## src/rtl/iso_rx_lane_parser.sv

```systemverilog
// rtl/iso_rx_lane_parser.sv - single-lane main-link parser recovering VB-ID, MSA and RGB pixels.
// All outputs are flops loaded one cycle after the triggering symbol.
module iso_rx_lane_parser #(
   parameter logic [7:0] BS_SYM    = 8'hBC,
   parameter logic [7:0] BE_SYM    = 8'hFB,
   parameter logic [7:0] SS_SYM    = 8'h5C,
   parameter logic [7:0] SE_SYM    = 8'hFD,
   parameter logic [7:0] FS_SYM    = 8'hFE,
   parameter logic [7:0] FE_SYM    = 8'hF7,
   parameter int         MSA_BYTES = 24
) (
   input  logic                     ls_clk,
   input  logic                     rst,
   input  logic [7:0]               iso_symbols_lane0,
   input  logic                     iso_control_sym_flag_lane0,
   output logic [7:0]               rx_vbid,
   output logic                     rx_vblank,
   output logic [8*MSA_BYTES-1:0]   rx_msa,
   output logic                     rx_msa_vld,
   output logic [23:0]              rx_pixel,
   output logic                     rx_pixel_vld,
   output logic                     rx_line_start,
   output logic                     rx_err
);

   typedef enum logic [2:0] {SEEK, BS_HDR, BLANK, SDP, ACTIVE, FILL} state_t;

   state_t                  state_q, state_d;
   logic [1:0]              hdr_cnt_q, hdr_cnt_d;
   logic [4:0]              cnt_q, cnt_d;
   logic                    ss2_q, ss2_d;
   logic [1:0]              phase_q, phase_d;
   logic [7:0]              b0_q, b0_d, b1_q, b1_d;
   logic [8*MSA_BYTES-1:0]  stage_q, stage_d;
   logic [8*MSA_BYTES-1:0]  msa_q, msa_d;
   logic [7:0]              vbid_q, vbid_d;
   logic [23:0]             pixel_q, pixel_d;
   logic                    msa_vld_q, msa_vld_d;
   logic                    pixel_vld_q, pixel_vld_d;
   logic                    line_q, line_d;
   logic                    err_q, err_d;

   logic       is_ctrl;
   logic [7:0] sym;
   logic       msa_full;

   assign is_ctrl  = iso_control_sym_flag_lane0;
   assign sym      = iso_symbols_lane0;
   assign msa_full = (cnt_q == 5'(MSA_BYTES));

   always_comb begin
      state_d     = state_q;
      hdr_cnt_d   = hdr_cnt_q;
      cnt_d       = cnt_q;
      ss2_d       = ss2_q;
      phase_d     = phase_q;
      b0_d        = b0_q;
      b1_d        = b1_q;
      stage_d     = stage_q;
      msa_d       = msa_q;
      vbid_d      = vbid_q;
      pixel_d     = pixel_q;
      msa_vld_d   = 1'b0;
      pixel_vld_d = 1'b0;
      line_d      = 1'b0;
      err_d       = 1'b0;

      // BS re-synchronises every state; only ACTIVE with a partial pixel and FILL flag it.
      if (is_ctrl && sym == BS_SYM) begin
         state_d   = BS_HDR;
         hdr_cnt_d = 2'd0;
         err_d     = (state_q == FILL) || (state_q == ACTIVE && phase_q != 2'd0);
      end else begin
         case (state_q)
            SEEK: ;
            BS_HDR: begin
               if (is_ctrl) begin
                  err_d   = 1'b1;
                  state_d = SEEK;
               end else begin
                  if (hdr_cnt_q == 2'd0) vbid_d = sym;
                  if (hdr_cnt_q == 2'd2) begin
                     state_d   = BLANK;
                     hdr_cnt_d = 2'd0;
                  end else begin
                     hdr_cnt_d = hdr_cnt_q + 2'd1;
                  end
               end
            end
            BLANK: begin
               if (is_ctrl) begin
                  if (sym == SS_SYM) begin
                     state_d = SDP;
                     cnt_d   = 5'd0;
                     ss2_d   = 1'b0;
                  end else if (sym == BE_SYM) begin
                     state_d = ACTIVE;
                     line_d  = 1'b1;
                     phase_d = 2'd0;
                  end else begin
                     err_d   = 1'b1;
                     state_d = SEEK;
                  end
               end
            end
            SDP: begin
               if (!is_ctrl) begin
                  if (msa_full) begin
                     err_d   = 1'b1;
                     state_d = BLANK;
                  end else begin
                     stage_d[{cnt_q, 3'b000} +: 8] = sym;
                     cnt_d = cnt_q + 5'd1;
                  end
               end else if (sym == SS_SYM && cnt_q == 5'd0 && !ss2_q) begin
                  ss2_d = 1'b1;
               end else if (sym == SE_SYM) begin
                  state_d = BLANK;
                  if (msa_full) begin
                     msa_d     = stage_q;
                     msa_vld_d = 1'b1;
                  end else begin
                     err_d = 1'b1;
                  end
               end else begin
                  err_d   = 1'b1;
                  state_d = SEEK;
               end
            end
            ACTIVE: begin
               if (!is_ctrl) begin
                  case (phase_q)
                     2'd0: begin b0_d = sym; phase_d = 2'd1; end
                     2'd1: begin b1_d = sym; phase_d = 2'd2; end
                     default: begin
                        pixel_d     = {b0_q, b1_q, sym};
                        pixel_vld_d = 1'b1;
                        phase_d     = 2'd0;
                     end
                  endcase
               end else if (sym == FS_SYM) begin
                  state_d = FILL;
               end else begin
                  err_d   = 1'b1;
                  state_d = SEEK;
               end
            end
            FILL: begin
               if (is_ctrl) begin
                  if (sym == FE_SYM) begin
                     state_d = ACTIVE;
                  end else begin
                     err_d   = 1'b1;
                     state_d = SEEK;
                  end
               end
            end
            default: state_d = SEEK;
         endcase
      end
   end

   always_ff @(posedge ls_clk) begin
      if (rst) begin
         state_q     <= SEEK;
         hdr_cnt_q   <= '0;
         cnt_q       <= '0;
         ss2_q       <= 1'b0;
         phase_q     <= '0;
         b0_q        <= '0;
         b1_q        <= '0;
         stage_q     <= '0;
         msa_q       <= '0;
         vbid_q      <= '0;
         pixel_q     <= '0;
         msa_vld_q   <= 1'b0;
         pixel_vld_q <= 1'b0;
         line_q      <= 1'b0;
         err_q       <= 1'b0;
      end else begin
         state_q     <= state_d;
         hdr_cnt_q   <= hdr_cnt_d;
         cnt_q       <= cnt_d;
         ss2_q       <= ss2_d;
         phase_q     <= phase_d;
         b0_q        <= b0_d;
         b1_q        <= b1_d;
         stage_q     <= stage_d;
         msa_q       <= msa_d;
         vbid_q      <= vbid_d;
         pixel_q     <= pixel_d;
         msa_vld_q   <= msa_vld_d;
         pixel_vld_q <= pixel_vld_d;
         line_q      <= line_d;
         err_q       <= err_d;
      end
   end

   assign rx_vbid       = vbid_q;
   assign rx_vblank     = vbid_q[0];
   assign rx_msa        = msa_q;
   assign rx_msa_vld    = msa_vld_q;
   assign rx_pixel      = pixel_q;
   assign rx_pixel_vld  = pixel_vld_q;
   assign rx_line_start = line_q;
   assign rx_err        = err_q;

endmodule

```

## config.mk

```make
export PLATFORM = sky130hd
export DESIGN_NAME = iso_rx_lane_parser
export DESIGN_NICKNAME = d
export VERILOG_FILES = /design/src/rtl/iso_rx_lane_parser.sv
export SDC_FILE = /design/constraint.sdc
export NUM_CORES = 1
export LEC_CHECK = 0
export BUFFER_PORTS_ARGS = -buffer_cell sky130_fd_sc_hd__buf_2
export CAP_MARGIN = 20
export CORE_MARGIN = 8
export CORE_UTILIZATION = 35
export CTS_CLUSTER_SIZE = 30
export DETAILED_ROUTE_END_ITERATION = 10
export GPL_ROUTABILITY_DRIVEN = 0
export PLACE_DENSITY = 0.49
export SLEW_MARGIN = 0
export SYNTH_ARGS = -nofsm -noshare
export SYNTH_HDL_FRONTEND = slang
export SYNTH_SLANG_ARGS = --single-unit
```

## constraint.sdc

```tcl
create_clock -name ls_clk -period 3.5 [get_ports ls_clk]
set_input_delay 0.7 -clock ls_clk [delete_from_list [all_inputs] [get_ports ls_clk]]
set_output_delay 0.7 -clock ls_clk [all_outputs]
set_load 0.05 [all_outputs]
```

After elaboration in Yosys (flattened, before gate mapping) --
Cells that the tools add are included.
Word-level totals: bits in latches 0, memories kept 0, RAM bits 0, bits in registers 449, word-level logic and storage cells 146, ROM bits 0
Operators by class: $mul 0, shift-type cells 2, add/subtract/negate cells 3, divide/modulo/power cells 0, bitwise gates (word level) 10, equal/unequal tests 35, muxes and demuxes 50, reduce and logical (&&, ||, !) cells 30, $lt $le $gt $ge 0
Operators by type and width (count):
- bitwise mux 192 bit | 1
- variable shift 8 x 10 -> 192 bit (first input constant) | 1
- indexed part select 8 x 10 -> 192 bit | 1
- == test 8 bit (second input constant) | 5
- two-way mux 3 bit | 12
- != test 2 bit (second input constant) | 12
- AND reduction 6 bit | 4
- two-way mux 1 bit | 21
- two-way mux 5 bit | 4
- AND reduction 4 bit | 5
- != test 3 bit (second input constant) | 6
- case mux 3 bit (6 select lines) | 1
- AND reduction 7 bit | 2
- two-way mux 2 bit | 6
- != test 4 bit (second input constant) | 3
- negation 8 -> 10 bit | 1
- NOT 1 bit | 10
- case mux 5 bit (2 select lines) | 1
- == test 8 x 7 -> 1 bit (second input constant) | 1
- case mux 2 bit (2 select lines) | 2
- == test 3 x 2 -> 1 bit (second input constant) | 2
- == test 3 bit (second input constant) | 2
- nonzero test 2 bit | 3
- OR reduction 6 bit | 1
- other kinds (18) | 23

Logic depth before layout (Yosys ltp) --
depth after elaboration 7, depth in mapped cells 13, depth with buffers taken out 10

Worst setup path after synthesis --
Ideal clock, no wire load.
path type reg-to-reg, start register cnt_q[0], end register stage_q[128], library setup time 128 ps, setup slack 411 ps, arrival 2962 ps, period minus slack after synthesis 3089 ps, cell stages (with the launch flop) 14, buffers on the path 3, path through dfxtp_1 > buf_2 > clkinv_1 > ha_1 > buf_2 > nand2b_1 > nor2_1 > ha_1 > inv_1 > clkbuf_1 > a21oi_2 > nand4_1 > mux2i_1 > nor2_1
On the way: longest elaborated chain between the ends 3, elaborated cells on any way between the ends 7
RTL lines:
- from (decl) | RTL line 30 | logic [4:0] cnt_q, cnt_d;
- from (signal assigned) | RTL line 183 | cnt_q <= cnt_d;
- negation 8 -> 10 bit / == test 5 bit (equally long branches) | RTL line 112, 49
- indexed part select 8 x 10 -> 192 bit (tied with other cells) | RTL line 112 | stage_d[{cnt_q, 3'b000} +: 8] = sym;
- bitwise mux 192 bit / AND reduction 4 bit (equally long branches)
- to (signal assigned) | RTL line 188 | stage_q <= stage_d;
- to (decl) | RTL line 34 | logic [8*MSA_BYTES-1:0] stage_q, stage_d;
Parallel ways exist; a longest one is shown, timed or not. A chain may end at the register's enable or synchronous reset.

Worst setup path in the final report --
start register cnt_q[1], end register stage_q[9]
Same word-level chain as after synthesis.

==> flow_summary_export.csv <==
group,metric,value,unit
job,cap_violations,0,
worst_setup_path,crit_end,"stage_q[9]",
global_routing,grt_pass1_wl,84900,um
worst_setup_path,r2r_setup_slack,0.43,ns
timing,rsz0062_at_grt,"false",
synth,syn_inst,2027,
detailed_routing,routed_wl,55100,um
pwr,power.share.clock,48.4,%
worst_setup_path,r2r_end,"stage_q[9]",
clocking,cts_root_buffer,"clkbuf_16",
timing,worst-slew-pin-transition,1.05,ns
synth,synth_area_leaders,"dfxtp_1, nand2_1, a21oi_1",
cells_and_area,area_delta_synth_final,19.5,%
worst_setup_path,critPathLaunch,"cnt_q[1]",
floorplan,pin_count,240,
status,status,"finished clean",
placed_design,io_buffers,239,
detailed_routing,drtIter0Drc,909,
floorplan,fp-row-count,80,
min_path,min_path_type,"reg -> reg",
detailed_routing,final_antenna_net_count,0,
global_routing,grt_usage,19.0,%
floorplan,dieWidth,236,um
worst_setup_path,worst-r2r-cell-count,7,
clocking,clkTransAtPathRegs,0.06,ns
timing,min_period_over_period,87.7,%
cells_and_area,multiInputGateArea,7290,um^2
timing,fmax,0.326,GHz
clocking,clockBufferDepth,3,
worst_setup_path,required,4.00,ns
pwr,internal-power,0.00808,W
clocking,cts_tree,"done",
global_routing,grt_pass1_vias,14000,
clocking,cts-hold-fix-buffers,0,
pwr,ir_drop,0.361,mV
pwr,total_power,0.0103,W
worst_setup_path,cp_top_family,"simple AND/OR/NAND/NOR gates",
timing,finClkSkew,0.0152,ns
timing,setup_viol,0,
worst_setup_path,crit_fanout,12,
pwr,power.density,507,nW/um^2
global_routing,grt_max_degree,182,
synth,synth_ff_type,"dfxtp_1",
timing,maxSlewHeadroom,29.9,%
cells_and_area,drive_gt1_share,16.8,%
cells_and_area,num-fill-cells,4922,
synth,ys_seq_area_share,52.9,%
worst_setup_path,slowest_delay,0.72,ns
floorplan,die-area,55900,um^2
clocking,clk_latency,0.57,ns
synth,mappedNetlistArea,17000,um^2
placed_design,place_hpwl,36500,um
clocking,cts_buffers,48,
pwr,power.switching,0.00222,W
global_routing,antenna_found_initial,0,
worst_setup_path,worst-path-buf-inv,1,
synth,ys_warn_count,0,
synth,async_reset_ff_share,0,%
clocking,cts.sinks,449,
worst_setup_path,worstPathCellList,"inv_1 -> ha_1 -> and4b_1 -> or4_1 -> or3_1 -> or2_0 -> a21oi_1",
pwr,power_frac_seq,49.6,%
detailed_routing,viasPerCell,5.05,
floorplan,die_y,236,um
pwr,cellLeakagePower,7.85,nW
cells_and_area,fin_nets,2221,
detailed_routing,vias,14400,
timing,setup_tns,0,ns
synth,synth_nets,2044,
worst_setup_path,rr_startpoint,"cnt_q[1]",
timing,post-route-min-period,3.07,ns
timing,timing_max_transition_violations_final,0,
worst_setup_path,end_kind,"register",
pwr,power_frac_comb,1.9,%
synth,ys_seq_elements,449,
timing,hold_viol_final,0,
floorplan,core,47800,um^2
clocking,post_cts_buffers,0,
worst_setup_path,path_depth,7,
detailed_routing,wl_per_cell,19.3,um
clocking,cts-resized-gates,0,
worst_setup_path,cpMaxStageDelayCell,"or4_1",
synth,synth_largest_area_cell,"dfxtp_1",
synth,synth_cell_types,54,
global_routing,overflow,0,
cells_and_area,seq_area,8990,um^2
synth,synth_top_cell_area_share,52.9,%
clocking,htreeDepth,2,
worst_setup_path,cp-start-kind,"register",
detailed_routing,drt_pre_antenna_iters,5,
worst_setup_path,cp.arrival,3.57,ns
detailed_routing,drc,0,
worst_setup_path,critPathKind,"reg -> reg",
synth,synth_edf_count,0,
floorplan,initial_utilization,35.5,%
pwr,sw_frac_of_total,21.5,%
synth,avgSynthCellArea,8.38,um^2
[worst reg2reg max path, delay by kind of cell, from the launching register on]
family / cells / cell delay (ns)
buf+inv: 1 / 0.12
compound gates: 1 / 0.14
fa+ha+maj: 1 / 0.31
simple gates: 4 / 1.91
flops: 1 / 0.52
[layout by cell type, fill, tap and decap left out, drive strengths merged, types with 62 or more instances in the layout]
| cell | n |
|---|---|
| clkbuf | 77 |
| o21ai | 62 |
| nor2 | 115 |
| nand2 | 520 |
| nand3 | 73 |
| nand2b | 76 |
| buf | 293 |
| mux2i | 109 |
| dfxtp | 449 |
| a21oi | 271 |
[flip-flops by register name, indices dropped and copies added (netlist names)]
register and flops:
b0_q 8, b1_q 8, cnt_q 5, hdr_cnt_q 2, phase_q 2, rx_err 1
rx_line_start 1, rx_msa 192, rx_msa_vld 1, rx_pixel 24, rx_pixel_vld 1, rx_vbid 8
ss2_q 1, stage_q 192, state_q 3
[cell type report]
cell class                      count  share of cell area [%]
Tap cell                          615                    3.79
Multi-Input combinational cell   1403                    35.9
Timing Repair Buffer              293                    8.28
Antenna cell                        1                  0.0123
Clock inverter                      8                   0.320
Clock buffer                       77                    7.25
Inverter                            9                   0.166
Sequential cell                   449                    44.3
[synth_stat cells, types with 4 or more instances]
master	instances
a21oi_1	270
mux2i_1	109
nor4_1	6
nand4_1	23
clkbuf_1	127
nand3_1	73
or3_1	12
dfxtp_1	449
nor3_1	26
and2_1	5
inv_1	8
nor3_2	6
nand3b_1	33
buf_2	35
nor3b_1	6
nand2_1	520
ha_1	6
nor2b_1	5
nand2b_1	76
nor2_1	115
o21ai_0	43
a211oi_1	4
o21ai_1	19
[routing by layer]
layer  routed length, um  vias to the layer above  GRT usage [%]
met3                3130                       76           4.27
met1               25900                     6880           26.0
met5                   0                        -              0
met4                1170                        0           4.87
met2               24900                      349           30.1
li1                    -                     7113              -
[power by group through the flow]
| stage | clock network, W | logic (W) | registers (W) |
|---|---|---|---|
| after detailed placement | 0 | 0.000204 | 0.00522 |
| after global routing | 0.00532 | 0.000214 | 0.00511 |
| after global placement | 0 | 0.000204 | 0.00522 |
| after CTS | 0.00511 | 0.000204 | 0.00511 |
| final | 0.00499 | 0.000201 | 0.00511 |
| after floorplan | 0 | 0.000115 | 0.00522 |
[through the flow]
stage                     utilization, %  hold slack [ns]  setup slack, ns  instance area (um^2)  instances
after global routing                42.4            0.467            0.255                 20300       2854
final                               42.4            0.448            0.431                 20300       2855
after CTS                           42.4            0.452            0.454                 20300       2853
after global placement              39.2            0.441            0.502                 18800       2768
after floorplan                        -            0.427            0.411                 17000       2027
after detailed placement            39.2            0.444            0.469                 18800       2768
[worst min path at each step]
stage,slack (ns),endpoint,start,depth (start not counted)
detailed placement,0.44,rx_msa[7],rx_msa[7],2
finish,0.45,rx_msa[36],rx_msa[36],2
global placement,0.44,stage_q[44],stage_q[44],2
global route,0.47,stage_q[74],stage_q[74],2
floorplan,0.43,rx_msa[155],stage_q[155],2
CTS,0.45,rx_msa[65],rx_msa[65],2
[cell families after synthesis]
| kind of cell | synth area share [%] |
|---|---|
| mux | 6.42 |
| fa+ha+maj | 0.442 |
| buf+inv | 4.28 |
| simple gates | 24.6 |
| xor+xnor | 0.302 |
| flops | 52.9 |
| compound gates | 11.1 |
No activity file was read; power rests on OpenSTA's default activity.
